--- src/rtl/cpu_ctrl_pkg.sv ---
// Shared encodings for the multi-cycle CPU main controller: states, opcodes,
// ALU operation classes and datapath mux selects.
package cpu_ctrl_pkg;

    typedef enum logic [2:0] {
        ST_FETCH  = 3'd0,
        ST_DECODE = 3'd1,
        ST_EXEC   = 3'd2,
        ST_MEM    = 3'd3,
        ST_WB     = 3'd4
    } state_t;

    localparam logic [5:0] OP_RTYPE = 6'h00;
    localparam logic [5:0] OP_J     = 6'h02;
    localparam logic [5:0] OP_BEQ   = 6'h04;
    localparam logic [5:0] OP_BNE   = 6'h05;
    localparam logic [5:0] OP_ADDI  = 6'h08;
    localparam logic [5:0] OP_SLTI  = 6'h0A;
    localparam logic [5:0] OP_ANDI  = 6'h0C;
    localparam logic [5:0] OP_ORI   = 6'h0D;
    localparam logic [5:0] OP_LW    = 6'h23;
    localparam logic [5:0] OP_SW    = 6'h2B;

    localparam logic [2:0] ALU_RTYPE = 3'b000;
    localparam logic [2:0] ALU_SUB   = 3'b001;
    localparam logic [2:0] ALU_ADD   = 3'b010;
    localparam logic [2:0] ALU_BNE   = 3'b011;
    localparam logic [2:0] ALU_AND   = 3'b100;
    localparam logic [2:0] ALU_OR    = 3'b101;
    localparam logic [2:0] ALU_SLT   = 3'b110;

    localparam logic [1:0] SRCB_REG    = 2'b00;
    localparam logic [1:0] SRCB_FOUR   = 2'b01;
    localparam logic [1:0] SRCB_IMM    = 2'b10;
    localparam logic [1:0] SRCB_BRANCH = 2'b11;

    localparam logic [1:0] PC_ALU    = 2'b00;
    localparam logic [1:0] PC_TARGET = 2'b01;
    localparam logic [1:0] PC_JUMP   = 2'b10;

    function automatic logic is_mem_op(input logic [5:0] op);
        return (op == OP_LW) || (op == OP_SW);
    endfunction

    function automatic logic uses_reg_b(input logic [5:0] op);
        return (op == OP_RTYPE) || (op == OP_BEQ) || (op == OP_BNE);
    endfunction

endpackage

--- src/rtl/alu_op_decode.sv ---
// Combinational opcode to ALU operation class map, with a flag marking
// opcodes the controller knows how to execute.
module alu_op_decode
    import cpu_ctrl_pkg::*;
(
    input  logic [5:0] opcode,
    output logic [2:0] alu_op,
    output logic       legal
);

    always_comb begin
        alu_op = ALU_ADD;
        legal  = 1'b1;
        case (opcode)
            OP_RTYPE: alu_op = ALU_RTYPE;
            OP_BEQ:   alu_op = ALU_SUB;
            OP_BNE:   alu_op = ALU_BNE;
            OP_LW,
            OP_SW,
            OP_ADDI,
            OP_J:     alu_op = ALU_ADD;
            OP_ANDI:  alu_op = ALU_AND;
            OP_ORI:   alu_op = ALU_OR;
            OP_SLTI:  alu_op = ALU_SLT;
            default:  legal  = 1'b0;
        endcase
    end

endmodule

--- src/rtl/main_control_fsm.sv ---
// Multi-cycle CPU main controller (fetch/decode/exec/mem/writeback).
// Define MEM_WAIT_EN to make FETCH and MEM stall until mem_ready.
//
// state  | meaning
// FETCH  | read instruction, PC+4 (pc_write on exit)
// DECODE | compute branch target; j completes, undefined opcodes trap
// EXEC   | ALU operation; branches resolve here
// MEM    | data memory access for lw/sw
// WB     | register file write
module main_control_fsm
    import cpu_ctrl_pkg::*;
(
    input  logic        clk,
    input  logic        rst_n,
    input  logic [5:0]  opcode,
    input  logic        mem_ready,
    output logic [2:0]  ALUOp,
    output logic        pc_write,
    output logic        ir_write,
    output logic        mem_read,
    output logic        mem_write,
    output logic        reg_write,
    output logic        reg_dst,
    output logic        mem_to_reg,
    output logic        alu_src_a,
    output logic        branch_eq,
    output logic        branch_ne,
    output logic [1:0]  alu_src_b,
    output logic [1:0]  pc_src,
    output logic        illegal_op,
    output logic [2:0]  state,
    output logic [31:0] instr_count
);

    state_t      state_q, state_d;
    logic [5:0]  op_q;
    logic [31:0] count_q;
    logic        run_q;
    logic        retire;
    logic        mem_go;
    logic [2:0]  dec_alu_op;
    logic        dec_legal;

    logic [2:0]  alu_op_d;
    logic        pc_write_d, ir_write_d, mem_read_d, mem_write_d;
    logic        reg_write_d, reg_dst_d, mem_to_reg_d, alu_src_a_d;
    logic        branch_eq_d, branch_ne_d, illegal_d;
    logic [1:0]  alu_src_b_d, pc_src_d;

`ifdef MEM_WAIT_EN
    assign mem_go = mem_ready;
`else
    logic mem_ready_unused;
    assign mem_ready_unused = mem_ready;
    assign mem_go = 1'b1;
`endif

    alu_op_decode u_alu_op_decode (
        .opcode (op_q),
        .alu_op (dec_alu_op),
        .legal  (dec_legal)
    );

    // run_q holds everything quiet for the first cycle after reset release,
    // so FETCH is first visible one cycle after rst_n rises.
    always_ff @(posedge clk or negedge rst_n) begin
        if (!rst_n) begin
            run_q <= 1'b0;
        end else begin
            run_q <= 1'b1;
        end
    end

    always_ff @(posedge clk or negedge rst_n) begin
        if (!rst_n) begin
            state_q <= ST_FETCH;
            op_q    <= '0;
            count_q <= '0;
        end else if (run_q) begin
            state_q <= state_d;
            if (state_q == ST_FETCH && state_d == ST_DECODE) begin
                op_q <= opcode;
            end
            if (retire) begin
                count_q <= count_q + 32'd1;
            end
        end
    end

    always_comb begin
        state_d      = state_q;
        retire       = 1'b0;
        alu_op_d     = 3'b000;
        pc_write_d   = 1'b0;
        ir_write_d   = 1'b0;
        mem_read_d   = 1'b0;
        mem_write_d  = 1'b0;
        reg_write_d  = 1'b0;
        reg_dst_d    = 1'b0;
        mem_to_reg_d = 1'b0;
        alu_src_a_d  = 1'b0;
        branch_eq_d  = 1'b0;
        branch_ne_d  = 1'b0;
        illegal_d    = 1'b0;
        alu_src_b_d  = SRCB_REG;
        pc_src_d     = PC_ALU;
        case (state_q)
            ST_FETCH: begin
                mem_read_d  = 1'b1;
                ir_write_d  = 1'b1;
                alu_src_b_d = SRCB_FOUR;
                alu_op_d    = ALU_ADD;
                if (mem_go) begin
                    pc_write_d = 1'b1;
                    state_d    = ST_DECODE;
                end
            end
            ST_DECODE: begin
                alu_op_d    = ALU_ADD;
                alu_src_b_d = SRCB_BRANCH;
                if (op_q == OP_J) begin
                    pc_write_d = 1'b1;
                    pc_src_d   = PC_JUMP;
                    state_d    = ST_FETCH;
                    retire     = 1'b1;
                end else if (!dec_legal) begin
                    illegal_d = 1'b1;
                    state_d   = ST_FETCH;
                end else begin
                    state_d = ST_EXEC;
                end
            end
            ST_EXEC: begin
                alu_src_a_d = 1'b1;
                alu_op_d    = dec_alu_op;
                alu_src_b_d = uses_reg_b(op_q) ? SRCB_REG : SRCB_IMM;
                if (op_q == OP_BEQ || op_q == OP_BNE) begin
                    branch_eq_d = (op_q == OP_BEQ);
                    branch_ne_d = (op_q == OP_BNE);
                    pc_src_d    = PC_TARGET;
                    state_d     = ST_FETCH;
                    retire      = 1'b1;
                end else if (is_mem_op(op_q)) begin
                    state_d = ST_MEM;
                end else begin
                    state_d = ST_WB;
                end
            end
            ST_MEM: begin
                mem_read_d  = (op_q == OP_LW);
                mem_write_d = (op_q == OP_SW);
                if (mem_go) begin
                    if (op_q == OP_LW) begin
                        state_d = ST_WB;
                    end else begin
                        state_d = ST_FETCH;
                        retire  = 1'b1;
                    end
                end
            end
            ST_WB: begin
                reg_write_d  = 1'b1;
                reg_dst_d    = (op_q == OP_RTYPE);
                mem_to_reg_d = (op_q == OP_LW);
                state_d      = ST_FETCH;
                retire       = 1'b1;
            end
            default: state_d = ST_FETCH;
        endcase
    end

    // run_q clears asynchronously, so every output drops the moment reset asserts.
    assign ALUOp       = run_q ? alu_op_d    : 3'b000;
    assign alu_src_b   = run_q ? alu_src_b_d : 2'b00;
    assign pc_src      = run_q ? pc_src_d    : 2'b00;
    assign pc_write    = run_q & pc_write_d;
    assign ir_write    = run_q & ir_write_d;
    assign mem_read    = run_q & mem_read_d;
    assign mem_write   = run_q & mem_write_d;
    assign reg_write   = run_q & reg_write_d;
    assign reg_dst     = run_q & reg_dst_d;
    assign mem_to_reg  = run_q & mem_to_reg_d;
    assign alu_src_a   = run_q & alu_src_a_d;
    assign branch_eq   = run_q & branch_eq_d;
    assign branch_ne   = run_q & branch_ne_d;
    assign illegal_op  = run_q & illegal_d;
    assign state       = run_q ? state_q : ST_FETCH;
    assign instr_count = count_q;

endmodule
--- config.mk ---
export PLATFORM = sky130hd
export DESIGN_NAME = main_control_fsm
export DESIGN_NICKNAME = d
export VERILOG_FILES = /design/src/rtl/cpu_ctrl_pkg.sv /design/src/rtl/alu_op_decode.sv /design/src/rtl/main_control_fsm.sv
export SDC_FILE = /design/constraint.sdc
export NUM_CORES = 1
export LEC_CHECK = 0
export CORE_ASPECT_RATIO = 0.75
export CORE_MARGIN = 2
export CORE_UTILIZATION = 54
export CTS_BUF_LIST = sky130_fd_sc_hd__clkbuf_4
export DETAILED_ROUTE_END_ITERATION = 7
export PLACE_DENSITY = 0.88
export SLEW_MARGIN = 20
export SYNTH_ARGS = -nofsm -noshare
export SYNTH_HDL_FRONTEND = slang
export SYNTH_SLANG_ARGS = --single-unit
--- constraint.sdc ---
create_clock -name clk -period 4.1 [get_ports clk]
set_input_delay 0.41 -clock clk [delete_from_list [all_inputs] [get_ports clk]]
set_output_delay 0.41 -clock clk [all_outputs]
set_load 0.01 [all_outputs]
Word-level counts from Yosys, hierarchy flattened
Cells that the tools add are included.
- logic and storage cells: 78
- flip-flop bits (word level): 42
- bitwise logic cells: 11
- reductions and logical operators: 11
- multiplexer cells: 37
- eq/ne operators: 14
- add/subtract/negate cells: 1
- operator list (kind ; count):
    32-bit by 1-bit adder with 32-bit output (second input constant) ; 1
    6-bit by 4-bit == test with 1-bit output (second input constant) ; 4
    1-bit two-way mux ; 18
    3-bit case mux with 6 select lines ; 1
    3-bit two-way mux ; 5
    6-bit by 3-bit == test with 1-bit output (second input constant) ; 2
    6-bit == test (second input constant) ; 2
    2-bit two-way mux ; 6
    3-bit case mux with 4 select lines ; 1
    1-bit AND ; 11
    10-bit OR reduction ; 1
    3-bit by 1-bit == test with 1-bit output (second input constant) ; 2
    3-bit by 2-bit == test with 1-bit output (second input constant) ; 2
    6-bit by 2-bit == test with 1-bit output (second input constant) ; 1
    6-bit zero test ; 1
    2-bit case mux with 3 select lines ; 1
    3-bit case mux with 2 select lines ; 1
    1-bit logical OR ; 4
    1-bit case mux with 2 select lines ; 2
    1-bit case mux with 4 select lines ; 1
    2-bit case mux with 2 select lines ; 1
    2-bit AND reduction ; 2
    3-bit == test (second input constant) ; 1
    3-bit zero test ; 1
    2 further kinds ; 2

Logic depth before layout (Yosys ltp)
Gate-level depths: netlist of run 1.
- word-level depth: 9
- depth in mapped cells: 9

Cells and area by module
Synthesis of run 1 repeated with hierarchy kept, for this count alone.
- cells, all modules: 242
- area, all modules: 2423.6 um2
- modules (own cells, without submodules) (module ; sequential area each (um2) ; instances ; area an instance (um2) ; cells each):
    main_control_fsm ; 1051.0 ; 1 ; 2329.7 ; 229
    alu_op_decode ; 0.0 ; 1 ; 93.8 ; 13

Worst setup path after synthesis of run 1
OpenSTA, ideal clock, no wires.
- kind: register to output
- from: register run_q
- to: output branch_eq
- path slack: 1667 ps
- data required time: 3690 ps
- path buffers: 2
- cell stages (with the launch flop): 8
- arrival time: 2023 ps
- path through: dfrtp_1 clkbuf_1 nand2b_1 clkbuf_1 nor3_1 nand2_1 nor3b_1 nor2b_1
- cells in the longest elaborated chain, start to end: 1
- RTL lines (element ; RTL line ; source):
    from (decl) ; main_control_fsm.sv:38 ; logic run_q;
    from (signal assigned) ; main_control_fsm.sv:68 ; run_q <= 1'b0;
    from (signal assigned) ; main_control_fsm.sv:70 ; run_q <= 1'b1;
    1-bit AND ; main_control_fsm.sv:184 ; assign branch_eq = run_q & branch_eq_d;
    to (decl) ; main_control_fsm.sv:26 ; output logic branch_eq,
Every way passes these cells.

Worst setup path after layout of run 1
- from: register state_q[1]
- to: output branch_eq
- cells in the longest elaborated chain, start to end: 3
- RTL lines (element ; RTL line ; source):
    from (decl) ; main_control_fsm.sv:35 ; state_t state_q, state_d;
    from (signal assigned) ; main_control_fsm.sv:80 ; state_q <= state_d;
    3-bit by 2-bit == test with 1-bit output ; main_control_fsm.sv:107 ; case (state_q)
    1-bit two-way mux ; main_control_fsm.sv:107 ;
    1-bit AND ; main_control_fsm.sv:184 ;
Every way passes these cells.

==> impl_metrics.json, run 1 <==
{
  "outcome": "finished, final reports clean",
  "tritoncts": "done",
  "ys.flop_type": "dfrtp_1",
  "dr_total_vias": 1960,
  "die_area_um2": 4800,
  "path_class": "flip-flop to output port",
  "die-height_um": 60.5,
  "worst_setup_path_start_kind": "flip-flop",
  "synthArstFlopShare_pct": 100,
  "netlist_area_um2": 2300,
  "wire_per_inst_um": 14.7,
  "grt.overflow.total": 0,
  "synth_compound_area_share_pct": 6.85,
  "clk-insertion-delay-late_ps": 350,
  "hold_class": "input port to asynchronous set/reset pin",
  "port_buffers": 60,
  "final_nets": 298,
  "final_layout_size_suffix_gt1_share_pct": 6.62,
  "synth_xor_area_share_pct": 11.8,
  "synth_edf_count": 0,
  "rsz0062_at_grt": "false",
  "stdcell_area_um2": 2930,
  "grt_pass1_vias": 1782,
  "maxSlewViolCount": 0,
  "cts_hold_buf": 0,
  "finalSetupTns_ps": 0,
  "gp_congestion": 0.899,
  "finalSetupViolations": 0,
  "synth_top_family_by_area": "simple AND/OR/NAND/NOR gates",
  "synth_fp_nets": 245,
  "max-slew-margin-rel_pct": 31.1,
  "p_leak_nw": 1.21,
  "coreArea_um2": 4080,
  "timing.final.crit_period_ps": 3030,
  "antenna_cells": 0,
  "wl_um": 5030,
  "critPathMaxFanout": 12,
  "yosys_warnings": 0,
  "core.rowCount": 20,
  "fin_crit_sh_pct": 73.8,
  "grtUsageTotal_pct": 22.6,
  "critPathCaptureType": "output port",
  "yosysSeqAreaShare_pct": 45.7,
  "ant_nets": 0,
  "syn_area_per_cell_um2": 9.79,
  "postCtsSetupBuffers": 0,
  "peakVddDrop_v": 0.000305,
  "required_ps": 3690,
  "netlist_instances": 235,
  "cts.clk_slew.worst_paths_ps": 110,
  "grt_pass1_wl_um": 8440,
  "clock_tree.buffer_depth": 2,
  "worst_ep_arrival_time_ps": 2620,
  "finClkSkew_ps": 10.4,
  "maxCapViolations": 0,
  "synth_largest_area_cell": "dfrtp_1",
  "worstMarginPinSlew_ps": 1030,
  "clock_sinks": 42,
  "cts-resized-gates": 0,
  "io_pins": 62,
  "viasPerCell": 5.73,
  "area_growth_syn_to_layout_pct": 27.3,
  "drt_drc_violations_left": 0,
  "synth_top_area_share_pct": 45.7,
  "ys_top_cells_by_area": "dfrtp_1 (46%), xnor2_1 (6.5%), xor2_1 (5.3%)",
  "n_fill_cell": 317,
  "die_x_um": 79.4,
  "initial_utilization_pct": 56.4,
  "fmax_mhz": 330,
  "drt_iter0_markers": 159,
  "synthMuxAreaShare_pct": 2.88,
  "synth_fa_ha_area_share_pct": 0.544,
  "synth.ff_latch_count": 42,
  "h-tree-depth": 2,
  "dr.pass1.iters": 4,
  "hold_viol": 0,
  "grt_max_degree": 43,
  "numCtsBuffers": 5,
  "hpwlAfterDp_um": 3590,
  "cts_root_buf": "clkbuf_4",
  "r2r_cells": 5,
  "post_dp_cell_area_um2": 2890,
  "antenna_found_initial": 0,
  "synth.distinct_cells": 50,
  "synth_simple_gate_area_share_pct": 27.2,
  "power.density_cell_area_nw_per_um2": 410
}
[metal layers]
metal  wire length [um]  track usage (%)
met1               2410             33.2
met2               2310             34.9
met3                300             5.21
met4                  8             4.68
met5                  0                0
[where the power goes]
part           switching [W]  internal, W  leakage [nW]
Combinational       0.000210     0.000208         0.624
Clock               0.000121    0.0000587        0.0246
Sequential          0.000132     0.000470         0.563
Total               0.000464     0.000736          1.21
[cells by family after synthesis]
| kind of cell | count (synthesis) |
|---|---|
| muxes | 6 |
| adders and majority gates | 1 |
| and+or+nand+nor | 110 |
| xor gates and xnor gates | 31 |
| DFF | 42 |
| AOI/OAI and AO/OA | 22 |
| other | 1 |
| buffers and inverters | 22 |
[sequential cells by signal, summed over array words and instances (netlist names)]
name	count
instr_count	32
state_q	3
run_q	1
op_q	6
[synthesized netlist by cell type, drive strengths merged (2+ instances only)]
library cell and n:
dfrtp 42, and2 4, xor2 14, clkbuf 9, nand4 15, nor4 10, nor4b 2, nand2b 2
nand2 19, buf 6, and3 4, nor3b 2, inv 7, nor3 9, xnor2 17, a21oi 3
nor2b 2, nor2 19, and4 2, nand3 15, mux2 5, o21ai 7
[path summary, 6_finish.rpt]
path / to / slack (ps) / start
max: branch_eq / 1070 / state_q[1]
max in group asynchronous: op_q[4] / 3360 / rst_n
min in group clk: instr_count[31] / 490 / instr_count[31]
max reg2reg: instr_count[14] / 1300 / op_q[2]
min reg2reg: instr_count[31] / 490 / instr_count[31]
min: instr_count[9] / 180 / rst_n
[per-stage QoR]
step	power [W]	cells	setup WS [ps]	util [%]	hold slack [ps]
detailed placement	0.00102	336	1310	70.8	478
finish	0.00120	342	1070	71.8	176
floorplan	0.000883	235	1670	-	114
CTS	0.00120	342	1070	71.8	197
global route	0.00129	342	836	71.8	235
global placement	0.00101	336	1460	70.8	464
[area by class of cell]
type | count | area [um^2] | share of cell area (%)
repair buffers | 61 | 603 | 20.6
well taps | 55 | 68.8 | 2.35
flip-flops and latches | 42 | 1050 | 35.9
inverters | 7 | 26.3 | 0.897
clock buffers | 5 | 37.5 | 1.28
clock inverters | 1 | 3.75 | 0.128
multi-input cells | 171 | 1140 | 38.9
[placed cells by master (no fill, tap or decap), types with 2 or more instances in the layout]
cell,n
clkdlybuf4s50_1,59
dfrtp_1,42
nand2_1,19
nor2_1,19
xnor2_1,17
nand3_1,15
nand4_1,15
xor2_1,14
nor3_1,8
inv_1,7
o21ai_0,7
nor4_1,7
mux2_2,5
clkbuf_4,5
and2_1,4
and3_1,4
a21oi_1,3
nand2b_1,2
nor2b_1,2
and4_1,2
nor4_2,2
[worst max-delay path, cell delays in order (launching register included)]
cell             delay, ps
dfrtp_1                550
inv_1                  190
nor3_1                 400
nand2_1                130
nor3b_1                290
nor2b_1                170
clkdlybuf4s50_1        540
No activity file was read; power rests on OpenSTA's default activity.
==> run 2: changes to the inputs <==
CORE_UTILIZATION = 50   (was 54)
PLACE_DENSITY = 0.82   (was 0.88)
clock period = 3.2 ns   (was 4.1 ns; I/O delays follow)
==> impl_metrics.json, run 2 (synthesis results as in run 1) <==
{
  "grt_max_degree": 43,
  "p_leak_nw": 1.24,
  "layout_common_cells": "clkdlybuf4s50_1 (59), dfrtp_1 (42), nand2_1 (19), nor2_1 (19), xnor2_1 (17)",
  "fmax_mhz": 351,
  "maxCapViolations": 0,
  "worst_setup_path_start_kind": "flip-flop",
  "wl_um": 5080,
  "cts_root_buf": "clkbuf_4",
  "gp_congestion": 0.877,
  "maxSlewViolCount": 0,
  "peakVddDrop_v": 0.000286,
  "final_layout_size_suffix_gt1_share_pct": 8.87,
  "h-tree-depth": 2,
  "postCtsSetupBuffers": 0,
  "cts.clk_slew.worst_paths_ps": 130,
  "clock_sinks": 42,
  "cts-resized-gates": 0,
  "finalSetupViolations": 0,
  "hpwlAfterDp_um": 3580,
  "clock_tree.buffer_depth": 2,
  "antenna_cells": 0,
  "rsz0062_at_grt": "false",
  "grtUsageTotal_pct": 21.3,
  "timing.final.crit_period_ps": 2850,
  "clk-insertion-delay-late_ps": 350,
  "die_area_um2": 5170,
  "grt_pass1_wl_um": 8610,
  "ant_nets": 0,
  "dr.pass1.iters": 4,
  "drt_iter0_markers": 96,
  "final_nets": 302,
  "outcome": "finished, final reports clean",
  "initial_utilization_pct": 51.8,
  "stdcell_area_um2": 2980,
  "grt_pass1_vias": 1852,
  "layout_commonest_cell": "clkdlybuf4s50_1",
  "fin_crit_sh_pct": 89.1,
  "critPathCaptureType": "output port",
  "wire_per_inst_um": 14.5,
  "worstMarginPinSlew_ps": 922,
  "die-height_um": 62.8,
  "max-slew-margin-rel_pct": 38.5,
  "viasPerCell": 5.62,
  "dr_total_vias": 1967,
  "grt.overflow.total": 0,
  "tritoncts": "done",
  "die_x_um": 82.3,
  "largest_reg_flops": 32,
  "path_class": "flip-flop to output port",
  "numCtsBuffers": 5,
  "finalSetupTns_ps": 0,
  "hold_viol": 0,
  "finClkSkew_ps": 10.7,
  "area_growth_syn_to_layout_pct": 29.5,
  "drt_drc_violations_left": 0,
  "port_buffers": 60,
  "coreArea_um2": 4440,
  "cts_hold_buf": 0,
  "power.density_cell_area_nw_per_um2": 534,
  "critPathMaxFanout": 11,
  "worst_ep_arrival_time_ps": 2530,
  "hold_class": "input port to asynchronous set/reset pin",
  "total_power_w": 0.00159,
  "post_dp_cell_area_um2": 2920,
  "core.rowCount": 21,
  "required_ps": 2880,
  "io_pins": 62,
  "antenna_found_initial": 0
}
run 2: changes by cell type in the layout (fill, tap and decap cells not counted):
cell,previous run,this run
clkinv_4,0,1
clkinv_1,1,0
buf_4,1,5
clkinv_2,0,1
clkbuf_4,5,6
run 2: path summary, 6_finish.rpt:
check | cells past startpoint | end | slack (ps) | startpoint
max | 7 | branch_eq | 350 | run_q
min | 1 | instr_count[8] | 90 | rst_n
max reg2reg | 5 | instr_count[29] | 580 | op_q[2]
min reg2reg | 1 | instr_count[31] | 490 | instr_count[31]
max in group asynchronous | 1 | instr_count[18] | 2530 | rst_n
min in group clk | 1 | instr_count[31] | 490 | instr_count[31]
run 2: routing by layer:
layer	share of wire [%]	GRT usage, %	vias up
met2	45	31.7	77
met4	0.20	3.96	0
met5	0	0	-
met1	48	32.0	943
li1	-	-	945
met3	7.1	4.91	2
run 2: layout make-up:
cell class              count  area [um^2]
repair buffers             65          633
flip-flops and latches     42         1050
clock inverters             2         13.8
inverters                   7         26.3
well taps                  57         71.3
clock buffers               6         45.0
multi-input cells         171         1140
fillers                   340         1460
run 2: metrics by stage:
step                      hold WS, ps  util (%)  worst slack (ps)  cells
final                            90.3      67.1               348    350
after global routing              150      67.1               117    350
after CTS                         113      67.1               343    350
after detailed placement          464      65.8               604    342
after global placement            461      65.8               679    342
after floorplan                  24.4         -               857    235
run 2: report_power, final:
group	switching (W)	total [W]	internal (W)
Combinational	0.000271	0.000543	0.000273
Sequential	0.000178	0.000779	0.000602
Clock	0.000174	0.000269	0.0000950
Total	0.000623	0.00159	0.000969
run 2: worst max-delay path: stages, from the launching register on:
cell and delay, ps:
dfrtp_1 550, nand2b_1 250, nor3_1 180, buf_4 150, nand2_1 70, nor3b_1 270
nor2b_1 170, clkdlybuf4s50_1 540
==> run 3: changes to the inputs <==
CORE_UTILIZATION = 55   (was 50)
PLACE_DENSITY = 0.88   (was 0.82)
SYNTH_HIERARCHICAL = 1   (was unset)
clock period = 3.67 ns   (was 3.2 ns; I/O delays follow)
==> impl_metrics.json, run 3 <==
{
  "outcome": "finished, final reports clean",
  "top_usage_layer": "met1",
  "worst_ep_arrival_time_ps": 2430,
  "intPower_w": 0.000829,
  "largest_reg_flops": 32,
  "switching_share_pct": 37.2,
  "wl_um": 5610,
  "yosysSeqAreaShare_pct": 43.4,
  "layout_commonest_cell": "clkdlybuf4s50_1",
  "ys_top_cells_by_area": "dfrtp_1 (43%), xor2_1 (9.0%), a211oi_1 (4.6%)",
  "synth_common_cells": "dfrtp_1 (42), xor2_1 (25), a21oi_1 (16), nand2_1 (16)",
  "r2r-start": "op_q[4]",
  "synth_edf_count": 0,
  "coreArea_um2": 4130,
  "die_area_um2": 4960,
  "yosysMostFrequentCell": "dfrtp_1",
  "die_x_um": 80.7,
  "use_met3_pct": 4.69,
  "clk-insertion-delay-late_ps": 350,
  "hold_ws_ps": 139,
  "finalSetupViolations": 0,
  "clock_sinks": 42,
  "drt_iter0_markers": 186,
  "critPathMaxFanout": 15,
  "pre_cts_ws_ps": 1060,
  "startpoint": "state_q[0]",
  "yosys_warnings": 6,
  "synth_largest_area_cell": "dfrtp_1",
  "antenna_cells": 0,
  "hpwlAfterDp_um": 3990,
  "ys.flop_type": "dfrtp_1",
  "grtUsageMet1_pct": 36.1,
  "timing.final.crit_period_ps": 2800,
  "grt_max_degree": 43,
  "h-tree-depth": 2,
  "p_sw_w": 0.000491,
  "layout_common_cells": "clkdlybuf4s50_1 (59), dfrtp_1 (42), xor2_1 (25), nand2_1 (16), a21oi_1 (16)",
  "fin_ws_ps": 874,
  "fmax_mhz": 358,
  "finalSetupTns_ps": 0,
  "maxCapViolations": 0,
  "syn_area_per_cell_um2": 10.0,
  "required_ps": 3300,
  "dr_total_vias": 2109,
  "p_leak_nw": 1.32,
  "clock_power_share_pct": 17.2,
  "wire_per_inst_um": 15.7,
  "path_class": "flip-flop to output port",
  "synth.ff_latch_count": 42,
  "drt_drc_violations_left": 0,
  "grt_pass1_vias": 1857,
  "cts_root_buf": "clkbuf_4",
  "critPathCaptureType": "output port",
  "seq_power_share_pct": 51.2,
  "grt.overflow.total": 0,
  "cts_hold_buf": 0,
  "dp.cells": 349,
  "cts-resized-gates": 0,
  "ant_nets": 0,
  "instances_no_fill": 357,
  "postCtsSetupBuffers": 0,
  "fin_crit_sh_pct": 76.2,
  "gp_congestion": 0.903,
  "hold_class": "input port to asynchronous set/reset pin",
  "clock_tree.buffer_depth": 2,
  "cts.clk_slew.worst_paths_ps": 130,
  "rsz0062_at_grt": "false",
  "port_buffers": 60,
  "die-height_um": 61.5,
  "io_pins": 62,
  "max-slew-margin-rel_pct": 38.2,
  "core.rowCount": 20,
  "initial_utilization_pct": 58.7,
  "peakVddDrop_v": 0.000383,
  "synth_top_area_share_pct": 43.4,
  "antenna_found_initial": 0,
  "maxSlewViolCount": 0,
  "combPwrFrac_pct": 31.6,
  "final_layout_size_suffix_gt1_share_pct": 9.60,
  "grt_pass1_wl_um": 8970,
  "power.density_cell_area_nw_per_um2": 425,
  "worst_setup_path_start_kind": "flip-flop",
  "grtUsageTotal_pct": 23.7,
  "dr.pass1.iters": 4,
  "final_nets": 311,
  "netlist_area_um2": 2420,
  "tritoncts": "done",
  "viasPerCell": 5.91,
  "grtUsageMet2_pct": 34.4,
  "netlist_instances": 242,
  "worstMarginPinSlew_ps": 927,
  "numCtsBuffers": 5,
  "hold_viol": 0,
  "finClkSkew_ps": 10.8,
  "area_growth_syn_to_layout_pct": 28.2,
  "synth.distinct_cells": 48,
  "synth_fp_nets": 252,
  "synthArstFlopShare_pct": 100,
  "total_power_w": 0.00132
}
==> run 3: cell count changes after synthesis, sizes merged, moves of 3 or more <==
cell / delta
nand2: -3
a21oi: +13
xor2: +11
xnor2: -11
nand4: -6
nor3: -5
a211oi: +14
nor2: -9
nor4: -4
a2111oi: +4
o21ai: -3
clkbuf: -4
==> run 3: critical path, cell delays in order (launching register included) <==
cell	delay, ps
dfrtp_1	560
or2_2	390
nor2_1	480
clkdlybuf4s50_1	650
==> run 3: logic make-up after synthesis <==
| kind of cell | after synthesis | share of synthesized area (%) |
|---|---|---|
| adder cells (fa/ha/maj) | 1 | 0.516 |
| buffers and inverters | 19 | 3.46 |
| multiplexers | 9 | 4.08 |
| AO/OA/AOI/OAI | 47 | 15.0 |
| AND/OR/NAND/NOR | 92 | 22.2 |
| XOR/XNOR | 31 | 11.2 |
| flip-flops | 42 | 43.4 |
| other | 1 | 0.155 |
==> run 3: power groups by stage <==
| stage | Sequential, W | Combinational, W | Clock [W] |
|---|---|---|---|
| 6_report | 0.000676 | 0.000417 | 0.000226 |
| 5_1_grt | 0.000691 | 0.000449 | 0.000251 |
| 3_3_place_gp | 0.000673 | 0.000399 | 0 |
| 2_1_floorplan | 0.000629 | 0.000279 | 0 |
| 4_1_cts | 0.000671 | 0.000418 | 0.000231 |
| 3_5_place_dp | 0.000680 | 0.000414 | 0 |
==> run 3: per-stage QoR <==
step / instance area [um^2] / util [%]
after floorplan: 2420 / -
after global placement: 3050 / 73.9
after detailed placement: 3050 / 73.9
after CTS: 3110 / 75.2
after global routing: 3110 / 75.2
final: 3110 / 75.2
==> run 3: worst paths after layout <==
| path | to | slack (ps) | cells after the start |
|---|---|---|---|
| min | instr_count[29] | 140 | 1 |
| max reg2reg | instr_count[12] | 990 | 5 |
| max in group asynchronous | instr_count[16] | 2940 | 1 |
| min in group clk | instr_count[31] | 490 | 1 |
| max | ir_write | 870 | 3 |
| min reg2reg | instr_count[31] | 490 | 1 |
==> run 3: layout make-up <==
type | instances | area [um^2]
Multi-Input combinational cell | 181 | 1290
Sequential cell | 42 | 1050
Inverter | 9 | 33.8
Timing Repair Buffer | 62 | 611
Fill cell | 290 | 1020
Clock buffer | 6 | 45.0
Clock inverter | 2 | 8.76
Tap cell | 55 | 68.8
==> run 3: layer usage <==
metal  part of all wire (%)  routed length (um)  vias to the layer above
li1                       -                   -                     1007
met3                    6.1                 340                        6
met1                     47                2650                     1011
met2                     46                2560                       85
met4                    1.0                  57                        0
met5                      0                   0                        -
